$ cat config.mk
export PLATFORM = sky130hd
export DESIGN_NAME = lpf_boxcar_mc
export DESIGN_NICKNAME = d
export VERILOG_FILES = /design/src/rtl/lpf_pkg.sv /design/src/rtl/lpf_sample_ram.sv /design/src/rtl/lpf_boxcar_mc.sv
export SDC_FILE = /design/constraint.sdc
export NUM_CORES = 1
export LEC_CHECK = 0
export CAP_MARGIN = 20
export CORE_MARGIN = 3
export CORE_UTILIZATION = 60
export DETAILED_ROUTE_END_ITERATION = 7
export PLACE_DENSITY_LB_ADDON = 0.15
export SYNTH_ARGS = -nofsm -noshare
export SYNTH_HDL_FRONTEND = slang
export SYNTH_SLANG_ARGS = --single-unit
$ cat constraint.sdc
create_clock -name CLK -period 9.8 [get_ports CLK]
set_input_delay 2.94 -clock CLK [delete_from_list [all_inputs] [get_ports CLK]]
set_output_delay 2.94 -clock CLK [all_outputs]
set_load 0.02 [all_outputs]
$ cat src/rtl/lpf_pkg.sv
// Shared types and helpers for the multi-channel boxcar low-pass filter.
package lpf_pkg;

    // Sweep controller states
    typedef enum logic [1:0] {
        ST_IDLE   = 2'd0,
        ST_READ   = 2'd1,
        ST_UPDATE = 2'd2,
        ST_DONE   = 2'd3
    } lpf_state_t;

    // Running-sum width: enough headroom for PERIOD+1 samples of W bits
    function automatic int lpf_sum_w(input int w, input int period);
        return w + $clog2(period + 1);
    endfunction

    // Clamp a signed value to the range of a signed 'width'-bit number
    function automatic logic signed [63:0] lpf_sat(input logic signed [63:0] value,
                                                   input int width);
        logic signed [63:0] hi;
        logic signed [63:0] lo;
        hi = (64'sd1 <<< (width - 1)) - 64'sd1;
        lo = -hi - 64'sd1;
        if (value > hi) return hi;
        if (value < lo) return lo;
        return value;
    endfunction

endpackage

$ cat src/rtl/lpf_sample_ram.sv
// Sample history RAM: simple dual port, synchronous read and write,
// read-before-write on a shared address, contents not reset.
module lpf_sample_ram
    import lpf_pkg::*;
#(
    parameter int DEPTH = 36,
    parameter int WIDTH = 10,
    parameter int AW    = 6
) (
    input  logic             CLK,
    input  logic             WE,
    input  logic [AW-1:0]    WADDR,
    input  logic [WIDTH-1:0] WDATA,
    input  logic             RE,
    input  logic [AW-1:0]    RADDR,
    output logic [WIDTH-1:0] RDATA
);

    logic [WIDTH-1:0] mem [DEPTH];

    // Registered read returns the pre-write contents on an address collision
    always_ff @(posedge CLK) begin
        if (RE) RDATA <= mem[RADDR];
        if (WE) mem[WADDR] <= WDATA;
    end

endmodule

$ cat src/rtl/lpf_boxcar_mc.sv
// Time-multiplexed multi-channel moving-average filter with decimated ticks,
// rational gain and output saturation. One adder and one RAM serve every
// channel; all channels of OUT change together.
// Build option: define LPF_ROUNDING_EN for round-half-away-from-zero scaling;
// without it the scaling truncates toward zero.
module lpf_boxcar_mc
    import lpf_pkg::*;
#(
    parameter int CHANNELS         = 2,
    parameter int SIGNAL_BIT_WIDTH = 10,
    parameter int PERIOD           = 18,
    parameter int DIV_RATIO        = 4,
    parameter int GAIN_M           = 1,
    parameter int GAIN_D           = 16
) (
    input  logic                                 CLK,
    input  logic                                 RESET,
    input  logic                                 CLK_EN,
    input  logic [CHANNELS*SIGNAL_BIT_WIDTH-1:0] IN,
    output logic [CHANNELS*SIGNAL_BIT_WIDTH-1:0] OUT,
    output logic                                 OUT_VALID,
    output logic                                 BUSY,
    output logic                                 OVERRUN
);

    localparam int W     = SIGNAL_BIT_WIDTH;
    localparam int SUM_W = lpf_sum_w(W, PERIOD);
    localparam int PW    = SUM_W + $clog2(GAIN_M + 1);
`ifdef LPF_ROUNDING_EN
    localparam int QW    = PW + 1;
`else
    localparam int QW    = PW;
`endif
    localparam int DEPTH = CHANNELS * PERIOD;
    localparam int AW    = (DEPTH > 1) ? $clog2(DEPTH) : 1;
    localparam int CH_W  = (CHANNELS > 1) ? $clog2(CHANNELS) : 1;
    localparam int IDX_W = $clog2(PERIOD);
    localparam int CNT_W = $clog2(PERIOD + 1);
    localparam int DIV_W = (DIV_RATIO > 1) ? $clog2(DIV_RATIO) : 1;

    localparam logic signed [PW-1:0] GM = PW'(GAIN_M);
    localparam logic signed [QW-1:0] GD = QW'(GAIN_D);
`ifdef LPF_ROUNDING_EN
    localparam logic signed [QW-1:0] HALF = QW'(GAIN_D / 2);
`endif

    lpf_state_t                  state;
    logic [DIV_W-1:0]            div;
    logic                        tick;
    logic [CH_W-1:0]             ch;
    logic [IDX_W-1:0]            index;
    logic [CNT_W-1:0]            count;
    logic [CHANNELS-1:0][W-1:0]  snap;
    logic [CHANNELS-1:0][W-1:0]  stage;
    logic [CHANNELS-1:0][W-1:0]  stage_next;
    logic signed [SUM_W-1:0]     sum [CHANNELS];
    logic signed [SUM_W-1:0]     sum_next;
    logic signed [PW-1:0]        prod;
    logic signed [QW-1:0]        biased;
    logic signed [QW-1:0]        quot;
    logic [W-1:0]                sat_val;
    logic [W-1:0]                old;
    logic [AW-1:0]               addr;
    logic                        ram_we;
    logic                        ram_re;

    assign tick   = CLK_EN && (div == DIV_W'(DIV_RATIO - 1));
    assign addr   = AW'(ch) * AW'(PERIOD) + AW'(index);
    assign ram_re = (state == ST_READ);
    // A write landing in a reset cycle would corrupt history of an aborted sweep
    assign ram_we = (state == ST_UPDATE) && !RESET;

    lpf_sample_ram #(
        .DEPTH (DEPTH),
        .WIDTH (W),
        .AW    (AW)
    ) u_ram (
        .CLK   (CLK),
        .WE    (ram_we),
        .WADDR (addr),
        .WDATA (snap[ch]),
        .RE    (ram_re),
        .RADDR (addr),
        .RDATA (old)
    );

    // Shared datapath for the channel being updated: sum, gain, saturate
    always_comb begin
        sum_next = sum[ch] + SUM_W'($signed(snap[ch]));
        // During warm-up the RAM slot holds stale data, so it is never subtracted
        if (count == CNT_W'(PERIOD))
            sum_next = sum_next - SUM_W'($signed(old));
        prod = PW'(sum_next) * GM;
`ifdef LPF_ROUNDING_EN
        if (prod < 0)
            biased = QW'(prod) - HALF;
        else if (prod > 0)
            biased = QW'(prod) + HALF;
        else
            biased = '0;
`else
        biased = QW'(prod);
`endif
        quot       = biased / GD;
        sat_val    = W'(lpf_sat(64'(quot), W));
        stage_next = stage;
        stage_next[ch] = sat_val;
    end

    // Tick divider, sweep FSM and registered outputs
    always_ff @(posedge CLK) begin
        if (RESET) begin
            state     <= ST_IDLE;
            div       <= '0;
            ch        <= '0;
            index     <= '0;
            count     <= '0;
            snap      <= '0;
            stage     <= '0;
            for (int i = 0; i < CHANNELS; i++) sum[i] <= '0;
            OUT       <= '0;
            OUT_VALID <= 1'b0;
            BUSY      <= 1'b0;
            OVERRUN   <= 1'b0;
        end else begin
            OUT_VALID <= 1'b0;

            if (CLK_EN) begin
                if (div == DIV_W'(DIV_RATIO - 1)) div <= '0;
                else                              div <= div + DIV_W'(1);
            end

            // Ticks are never queued; the running sweep is left untouched
            if (tick && state != ST_IDLE) OVERRUN <= 1'b1;

            case (state)
                ST_IDLE: begin
                    if (tick) begin
                        snap  <= IN;
                        ch    <= '0;
                        BUSY  <= 1'b1;
                        state <= ST_READ;
                    end
                end
                ST_READ: begin
                    state <= ST_UPDATE;
                end
                ST_UPDATE: begin
                    sum[ch] <= sum_next;
                    stage   <= stage_next;
                    if (ch == CH_W'(CHANNELS - 1)) begin
                        // Publish on the edge into DONE so OUT is visible during DONE
                        OUT       <= stage_next;
                        OUT_VALID <= 1'b1;
                        state     <= ST_DONE;
                    end else begin
                        ch    <= ch + CH_W'(1);
                        state <= ST_READ;
                    end
                end
                ST_DONE: begin
                    if (index == IDX_W'(PERIOD - 1)) index <= '0;
                    else                             index <= index + IDX_W'(1);
                    if (count != CNT_W'(PERIOD))     count <= count + CNT_W'(1);
                    BUSY  <= 1'b0;
                    state <= ST_IDLE;
                end
                default: state <= ST_IDLE;
            endcase
        end
    end

endmodule

## Word level (Yosys, flattened, before mapping)

Memory sizes are Yosys's and may differ from the RTL's. A register that Yosys moved wholly into a read port is not among the register bits.
Cells that the tools add are included.

| operators by class | value |
|---|---|
| multiply operators | 1 |
| add/subtract/negate cells | 8 |
| muxes and demuxes | 36 |
| reductions and logical operators | 17 |
| bitwise logic cells | 2 |
| eq/ne operators | 8 |
| $lt $le $gt $ge | 4 |

Operators with widths:

| kind | number |
|---|---|
| two-way mux 10 bit | 7 |
| two-way mux 15 bit | 2 |
| bitwise mux 20 bit | 1 |
| two-way mux 1 bit | 18 |
| adder 16 x 1 -> 16 bit | 1 |
| > comparator 16 x 10 -> 1 bit, second input constant | 1 |
| less-than comparator 16 x 10 -> 1 bit, second input constant | 1 |
| adder 15 x 10 -> 15 bit | 1 |
| OR reduction 15 bit | 1 |
| subtractor 15 x 10 -> 15 bit | 1 |
| adder 5 x 1 -> 5 bit, second input constant | 2 |
| demux 10 bit (select 1 bit) | 1 |
| equality test 5 bit, second input constant | 2 |
| AND reduction 2 bit | 5 |
| one-hot mux 2 bit (4 select lines) | 1 |
| adder 6 x 5 -> 6 bit | 1 |
| equality test 2 bit, second input constant | 3 |
| two-way mux 2 bit | 3 |
| nonzero test 2 bit | 3 |
| multiplier 1 x 4 -> 5 bit, second input constant | 1 |
| two-way mux 5 bit | 1 |
| != test 5 bit, second input constant | 1 |
| logical AND 1 bit | 4 |
| one-hot mux 1 bit (2 select lines) | 2 |
| other kinds (12) | 12 |

| word-level totals | value |
|---|---|
| output and inout bits | 23 |
| logic and storage cells | 91 |
| memories kept | 2 |
| RAM bits | 390 |
| input bits | 23 |
| bits in registers | 78 |

Memory list:

| name | words | bits a word | rd ports | clocked after Yosys merged registers in | wr ports | line | source |
|---|---|---|---|---|---|---|---|
| u_ram.mem | 36 | 10 | 1 | 1 | 1 | lpf_sample_ram.sv:19 | `logic [WIDTH-1:0] mem [DEPTH];` |
| sum | 2 | 15 | 1 | 1 | 2 | lpf_boxcar_mc.sv:56 | `logic signed [SUM_W-1:0] sum [CHANNELS];` |

## Longest topological paths before layout

Gate-level depths: netlist of the first run.

| depth | value |
|---|---|
| word-level depth | 14 |
| gate-level depth with buffers | 26 |
| depth with buffers taken out | 22 |

## Modules after synthesis

From an unflattened synthesis of the first run, not the netlist that was laid out.

| second synthesis, totals | value |
|---|---|
| cell total of the unflattened synthesis | 1414 |
| area, all modules | 20415.8 um^2 |

By module, submodules not included:

| module | instances | area an instance (um^2) | cells an instance | sequential area each (um^2) |
|---|---|---|---|---|
| lpf_sample_ram | 1 | 14577.7 | 771 | 11110.7 |
| lpf_boxcar_mc | 1 | 5838.1 | 643 | 2282.2 |

## Worst setup path after synthesis of the first run

No wires, ideal clock.

| timing path | value |
|---|---|
| path type | register -> register |
| start point | register ch |
| end point | register stage[5] (netlist name) |
| data arrival time | 6018 ps |
| period minus slack after synthesis | 6109 ps |
| cell stages (with the launch flop) | 26 |
| slack | 3691 ps |
| setup time | 91 ps |
| required time | 9709 ps |
| path buffers | 3 |
| path through | dfxtp_1 -> clkbuf_1 -> clkbuf_1 -> mux2_2 -> ha_1 -> fa_1 -> a211oi_1 -> o211ai_1 -> a21oi_1 -> a21oi_1 -> xor2_1 -> ha_1 -> a21o_1 -> or4_1 -> a311oi_2 -> a211oi_2 -> xnor2_2 -> a31oi_1 -> ha_1 -> ha_1 -> nand2b_1 -> nand3_1 -> mux2i_2 -> a21oi_2 -> buf_2 -> a311oi_1 |

| on the way | value |
|---|---|
| cells in the longest elaborated chain, start to end | 14 |
| elaborated cells on any way between the ends | 22 |
| those cells by class | add/sub: 3; order compare: 4; mux: 12; bitwise: 1; reduce/logical: 2 |

Ends and longest elaborated chain:

| item | line | source |
|---|---|---|
| start: declaration | lpf_boxcar_mc.sv:50 | `logic [CH_W-1:0] ch;` |
| start signal: assignment | lpf_boxcar_mc.sv:157 | `ch <= ch + CH_W'(1);` |
| two-way mux 10 bit (*) (2 in a row) | - |  |
| net u_ram.WDATA[0] | lpf_sample_ram.sv:13 | `input logic [WIDTH-1:0] WDATA,` |
| adder 15 x 10 -> 15 bit (*) | lpf_boxcar_mc.sv:89 | `sum_next = sum[ch] + SUM_W'($signed(snap[ch]));` |
| subtractor 15 x 10 -> 15 bit | lpf_boxcar_mc.sv:92 | `sum_next = sum_next - SUM_W'($signed(old));` |
| two-way mux 15 bit (*) | lpf_boxcar_mc.sv:91 | `if (count == CNT_W'(PERIOD))` |
| OR reduction 4 bit (no line) | - |  |
| AND 1 bit (no line) | - |  |
| adder 16 x 1 -> 16 bit (no line) (*) | - |  |
| less-than comparator 16 x 10 -> 1 bit | lpf_pkg.sv:25 | `if (value < lo) return lo;` |
| two-way mux 1 bit (2 in a row) | lpf_pkg.sv:25 |  |
| two-way mux 10 bit | lpf_pkg.sv:26 | `return value;` |
| two-way mux 10 bit (*) | lpf_pkg.sv:25 |  |
| bitwise mux 20 bit (*) | lpf_boxcar_mc.sv:107 | `stage_next[ch] = sat_val;` |
| end signal: assignment | lpf_boxcar_mc.sv:150 | `stage <= stage_next;` |
| end: declaration | lpf_boxcar_mc.sv:54 | `logic [CHANNELS-1:0][W-1:0] stage;` |

The timed path passes the listed nets; every way through them passes the cells marked *. The select of a mux whose other input is x is not followed.
A chain may end at the register's enable or synchronous reset.

## Worst setup path in the final report of the first run

Ends and elaborated chain as after synthesis.

==> summary.txt, run 1 <==
Logic synthesis
  – FF+latch count, synth: 469
  – XOR/XNOR Fraction of Synth Area: 0.01474
  – Register area share after synthesis: 0.6858
  – Largest family of logic cells by synthesized area: compound AO/OA/AOI/OAI gates
  – Post-synthesis mux area share: 0.03171
  – Post-synthesis cell type count: 74
  – Post-synth top flop: edfxtp_1
  – Top cell type's share of synthesized area: 0.6151
  – Largest cells by area after synthesis: edfxtp_1, dfxtp_1, a22oi_1, ha_1, nor2_1
  – Post-synth EDFFs: 400
  – Synth Area per Inst: 13.91 sq um
  – Compound-Gate Fraction of Synth Area: 0.1520
  – Post-synthesis simple-gate area fraction: 0.06887
  – Yosys warning count: 0
  – Syn Inst Count: about 1.4k
  – Syn_nets: about 1.5k
  – Async SR Flop Fraction: 0
  – Synth Area in Adders: 0.02640
  – Syn Std Cell Area: 0.01953 sq mm
  – Yosys top cell by area: edfxtp_1

Drt
  – Drt wl/cell: 24.66 um
  – Routed vias: about 13k
  – DRC Markers: 0
  – DRT Wirelength: 47.43 mm
  – Highest routed layer: met4
  – Met1 wire length: 19.62 mm
  – WL met3: ~5 mm
  – Detail Route Antenna Nets: 0
  – Vias per cell: between 6 and 7
  – 1st-iter DRT viols: 1445
  – Drt first pass iters: 5
  – Met2 routed WL: 21.89 mm

Worst setup path
  – Crit-path leading delay family: compound AO/OA/AOI/OAI gates
  – CP most frequent cell: ha_1
  – Crit-path cells: mux2_2 -> ha_1 -> fa_1 -> a211oi_1 -> o21ai_1 -> a221oi_1 -> nand2_1 -> ha_1 -> o211ai_1 -> nor2_1 -> o21a_1 -> a311oi_2 -> a211oi_2 -> xnor2_2 -> a31oi_1 -> ha_1 -> o21a_1 -> o2111ai_1 -> o21bai_1 -> o21ai_0 -> a311oi_1
  – CP Capture Type: flip-flop
  – WS Path Type: reg -> reg
  – Master of the slowest instance on the critical path: dfxtp_1
  – Worst EP arrival: around 7700 ps
  – Worst path required time: 10260 ps
  – Critical Path Max Stage Delay: 820 ps
  – Startpoint Class: flip-flop
  – Buf+Inv Stages, Crit Path: 0
  – Crit-path max FO: 37

Placed design
  – PortBufs: 45
  – Post-Place Setup Slack: 2759 ps
  – GPL Wtd Cong: 0.8669
  – Post-DP HPWL: 28.99 mm
  – Placed insts: 1826

Clock tree
  – CTS Buffer Depth: 3
  – Cts hold-fix bufs: 0
  – Worst-Skew Late Latency: 550 ps
  – Clock-pin slew of the registers on the worst-case setup and hold paths: 60 ps
  – CTS tree: built
  – Postcts setup bufs: 0
  – Post-CTS sizing: 0
  – Total CTS buffers: 46
  – Num Clock Sinks: roughly 470
  – H-tree levels: 2
  – Root Buffer: clkbuf_16

Timing
  – RSZ-0062 raised after global routing: no
  – Period Utilization, post-route: 0.7347
  – Hold slack: 452.0 ps
  – Minimum clock period: 7200 ps
  – Fin worst setup slack: 2600 ps
  – Setup TNS: 0 ps
  – Final slew viol count: 0
  – FMAX: ~0.14 GHz
  – Hold Vio Cnt, Final: 0
  – Max_slew headroom: 0.2405
  – Slew @ Worst Pin: 1135 ps
  – Fin Clk Skew: 11.17 ps
  – Setup Viol. Count Final: 0

Floorplan
  – Die width: ~190 um
  – Vert. Die Dim: ~190 um
  – Full die area: between 0.03 and 0.04 sq mm
  – Row cnt: 65
  – CORE AREA: approximately 0.032 sq mm
  – Initial core utilization: 0.6141
  – I/O pin cnt: 46

Power
  – Leakage: around 7 nW
  – Worst vdd ir: 0.0001704 V
  – PD cells: 175.7 mW/mm^2

Run status
  – Status: completed

Final layout
  – Most frequent cells in the layout: edfxtp_1, a22oi_1, nor2_1
  – Synth-to-Final Area Change: 12.28%
  – FF+latch area: approximately 0.013 sq mm
  – Non-Filler Instances: just under 2k
  – Diode count: 0
  – Most common cell after layout, fill and taps aside: edfxtp_1
  – Number of fill cells: 2157
  – Multi-input gate area: slightly below 0.006 sq mm
  – Share of cells above drive strength 1: 0.1062
  – # nets final: 1515

GRT
  – Total Routing Usage GR: 0.2689
  – Initial antenna violation count: 0
  – Vias in the first global route: roughly 12k
  – Global-route wire length before repair: 72.29 mm
  – Largest net degree at the start of global routing: 45
  – Total grt overflow: 0

Job
  – Max-Cap Viols: 0

Min path
  – Hold crit path type: reg -> reg
area by class of cell:
cell class / count / area share
clock buffer: 63 / 0.05649
clock inverter: 21 / 0.005821
inverter: 25 / 0.004280
multi-input combinational: 831 / 0.2634
sequential: 469 / 0.6108
tap: 435 / 0.02482
timing repair buffer: 79 / 0.03435
kinds of logic (layout without fill, tap and decap cells):
kind of cell    after synthesis  after routing
simple gates                303            303
xor+xnor                     32             32
mux                          46             46
fa+ha+maj                    40             40
buf+inv                     104            188
compound gates              410            410
flops                       469            469
metal layers:
metal  track usage  vias to the layer above
li1              -                     5604
met1        0.4005                     6190
met2        0.4168                      684
met3       0.05354                       74
met4       0.06339                        0
met5             0                        -
synthesized netlist by cell type, types with 17 or more instances:
| cell type | number |
|---|---|
| edfxtp_1 | 400 |
| a22oi_1 | 127 |
| nor2_1 | 117 |
| nand2_1 | 94 |
| a21oi_1 | 82 |
| dfxtp_1 | 69 |
| clkbuf_1 | 60 |
| ha_1 | 38 |
| a22o_1 | 26 |
| inv_1 | 25 |
| mux2_2 | 24 |
| o21ai_0 | 23 |
| o211ai_1 | 22 |
| a31oi_1 | 18 |
| nand3_1 | 18 |
| a221oi_1 | 17 |
where the power goes:
group / internal (mW) / switching, mW
logic: 0.0371 / 0.0612
clock network: 0.889 / 0.714
registers: 2.15 / 0.00291
flip-flops by register name, indices dropped and copies added, names as in the netlist, 5 cells and up, named ones only:
signal / cells
u_ram.mem: 360
sum: 30
OUT: 20
snap: 20
stage: 10
u_ram.RDATA: 10
count: 5
index: 5
path summary, 6_finish.rpt:
check	startpoint	to	slack, ps	cells after the start
setup reg to reg	ch	stage[5]	2600	21
hold reg to reg	snap[16]	snap[16]	450	2
hold / removal	snap[16]	snap[16]	450	2
setup / recovery	ch	stage[5]	2600	21
stage by stage:
stage	power, mW	area, sq um	util
2_1_floorplan	2.256	19530	-
3_3_place_gp	2.287	20380	0.6410
3_5_place_dp	2.289	20430	0.6425
4_1_cts	3.866	21800	0.6854
5_1_grt	3.961	21930	0.6895
6_report	3.852	21930	0.6895
tightest hold or removal path, delay by kind of cell, from the launching register on:
| kind | cells | cell delay (ps) |
|---|---|---|
| flops | 1 | 300 |
| simple gates | 1 | 50 |
| compound gates | 1 | 50 |
Power figures use the tool's default switching activity.
==> run 2, diff against run 1 <==
clock period = 7.1 ns   (was 9.8 ns; I/O delays follow)
==> run 2 against run 1 <==
Sequential share of layout area decreased by 0.24 points. Combinational power rose by 39%. Sequential power rose by 38%. Clock power rose by 44%. Worst setup slack worse by 2100 ps. Total power grew 40%. Critical path depth increased by 2. Largest cell class unchanged. Highest routed layer unchanged.
==> summary.txt, run 2 (synthesis gave the netlist of run 1 again) <==
Timing
  – RSZ-0062 raised after global routing: no
  – FMAX: 0.1522 GHz
  – Final slew viol count: 0
  – Hold Vio Cnt, Final: 0
  – Fin Clk Skew: about 23 ps
  – Setup TNS: 0 ps
  – Period Utilization, post-route: 0.9252
  – Minimum clock period: 6569 ps
  – Max_slew headroom: 0.2444
  – Slew @ Worst Pin: roughly 1100 ps
  – Hold slack: around 450 ps
  – Setup Viol. Count Final: 0

Final layout
  – Most frequent cells in the layout: edfxtp_1, a22oi_1, nor2_1
  – Most common cell after layout, fill and taps aside: edfxtp_1
  – Number of flip-flops in the largest register: 360
  – Final core occ: 0.6923
  – Largest Register: u_ram.mem
  – Top flop regs: u_ram.mem: 360 flops, sum: 30 flops
  – Share of cells above drive strength 1: 0.1125
  – Number of fill cells: 2146
  – Synth-to-Final Area Change: 12.72%
  – Diode count: 0
  – # nets final: approximately 1.5k
  – Non-Filler Instances: 1928

Drt
  – Highest routed layer: met4
  – Met1 wire length: a little over 20 mm
  – Met2 routed WL: around 22 mm
  – Routed vias: 12.63k
  – Drt first pass iters: 7
  – Drt wl/cell: 24.70 um
  – 1st-iter DRT viols: around 1.5k
  – DRT Wirelength: 47.63 mm
  – WL met3: 4.117 mm
  – DRC Markers: 0
  – Vias per cell: 6.552
  – Detail Route Antenna Nets: 0

Clock tree
  – CTS tree: built
  – Root Buffer: clkbuf_16
  – Worst-Skew Late Latency: 560 ps
  – CTS Buffer Depth: 3
  – Postcts setup bufs: 0
  – Post-CTS sizing: 0
  – Num Clock Sinks: 469
  – Clock-pin slew of the registers on the worst-case setup and hold paths: 60 ps
  – H-tree levels: 2
  – Total CTS buffers: 46
  – Cts hold-fix bufs: 0

GRT
  – Global-route wire length before repair: between 70 and 80 mm
  – Total Routing Usage GR: 0.2711
  – Largest net degree at the start of global routing: 45
  – Initial antenna violation count: 0
  – Total grt overflow: 0
  – Vias in the first global route: around 12k

Min path
  – Hold Crit Depth: 2
  – Hold endpoint: snap[14]
  – Worst hold start: snap[14]
  – Hold crit path type: reg -> reg

Floorplan
  – Die width: 186.4 um
  – Full die area: 0.03475 sq mm
  – CORE AREA: 0.03180 sq mm
  – Vert. Die Dim: 186.4 um
  – Initial core utilization: 0.6141
  – I/O pin cnt: 46
  – Row cnt: 65

Power
  – Gate power share: 0.025
  – Clk pwr share: 0.426
  – Leakage: 7.105 nW
  – Switching Share: 0.2033
  – PD cells: 245.6 mW/mm^2
  – Total power: 5.407 mW
  – Worst vdd ir: 0.0001889 V
  – Int Pwr: 4.307 mW
  – Sequential group share of total power: 0.549
  – Psw: 1.099 mW

Placed design
  – Post-DP HPWL: 29.09 mm
  – GPL Wtd Cong: 0.8636
  – Placed insts: 1834
  – PortBufs: 45

Worst setup path
  – Crit-path max FO: 42
  – R2r startpoint: ch
  – CP Capture Type: flip-flop
  – Reg2reg path depth: 23
  – WS Path Type: reg -> reg
  – Worst path required time: 7510 ps
  – Startpoint Class: flip-flop
  – Reg-to-reg critical path endpoint: stage[5]
  – Setup slack, reg-to-reg: around 530 ps
  – Worst EP arrival: 6980 ps

Run status
  – Status: completed

Job
  – Max-Cap Viols: 0
==> run 2: cell types whose count changed in the layout (fill, tap and decap cells not counted), sizes merged <==
cell	before	now
buf	33	39
bufinv	0	2
clkinv	18	19
clkbuf	64	59
clkinvlp	0	3
inv	28	26
==> run 2: per-layer routing <==
layer,vias up,global-route usage
met3,86,0.04884
met5,-,0
met1,6340,0.4010
li1,5628,-
met4,0,0.06659
met2,578,0.4256
==> run 2: layout make-up <==
cell class              count  area, sq um  share of cell area
repair buffers             85        780.7             0.03547
clock inverters            25        210.2            0.009549
inverters                  25        93.84            0.004263
clock buffers              58         1216             0.05525
multi-input cells         831         5776              0.2624
well taps                 435        544.3             0.02472
flip-flops and latches    469        13390              0.6084
==> run 2: worst max path at each step <==
stage / startpoint / end / depth (start not counted)
5_1_grt: ch / stage[5] / 23
2_1_floorplan: ch / stage[5] / 25
6_report: ch / stage[5] / 23
4_1_cts: ch / stage[5] / 22
3_5_place_dp: ch / stage[5] / 22
3_3_place_gp: ch / stage[5] / 23
==> run 2: critical path, stage by stage (launching register included) <==
cell and delay (ps):
dfxtp_1 630, buf_4 250, mux2_2 740, ha_1 480, a211oi_1 380, o2111ai_1 210, o311ai_1 150, a31oi_1 90
ha_1 380, a21oi_1 200, nor2_1 60, o21a_1 200, a31o_2 230, a211oi_2 270, xnor2_2 100, buf_4 180
a31oi_1 160, ha_1 220, ha_1 230, nor2b_1 220, nand2_1 150, o31a_2 420, o21ai_0 270, a311oi_1 120
==> run 2: power groups by stage <==
| stage | clock network (mW) | logic (mW) | registers (mW) |
|---|---|---|---|
| after detailed placement | 0 | 0.134 | 3.03 |
| after global placement | 0 | 0.132 | 3.03 |
| after floorplan | 0 | 0.0902 | 3.02 |
| after CTS | 2.32 | 0.135 | 2.97 |
| after global routing | 2.44 | 0.149 | 2.97 |
| final | 2.30 | 0.137 | 2.97 |
==> run 2: stage by stage <==
| step | cell area, sq um | worst slack [ps] |
|---|---|---|
| 6_report | 22010 | 531.3 |
| 5_1_grt | 22010 | 142.6 |
| 4_1_cts | 21920 | 627.3 |
| 3_5_place_dp | 20490 | 650.2 |
| 3_3_place_gp | 20440 | 832.7 |
| 2_1_floorplan | 19530 | 990.8 |
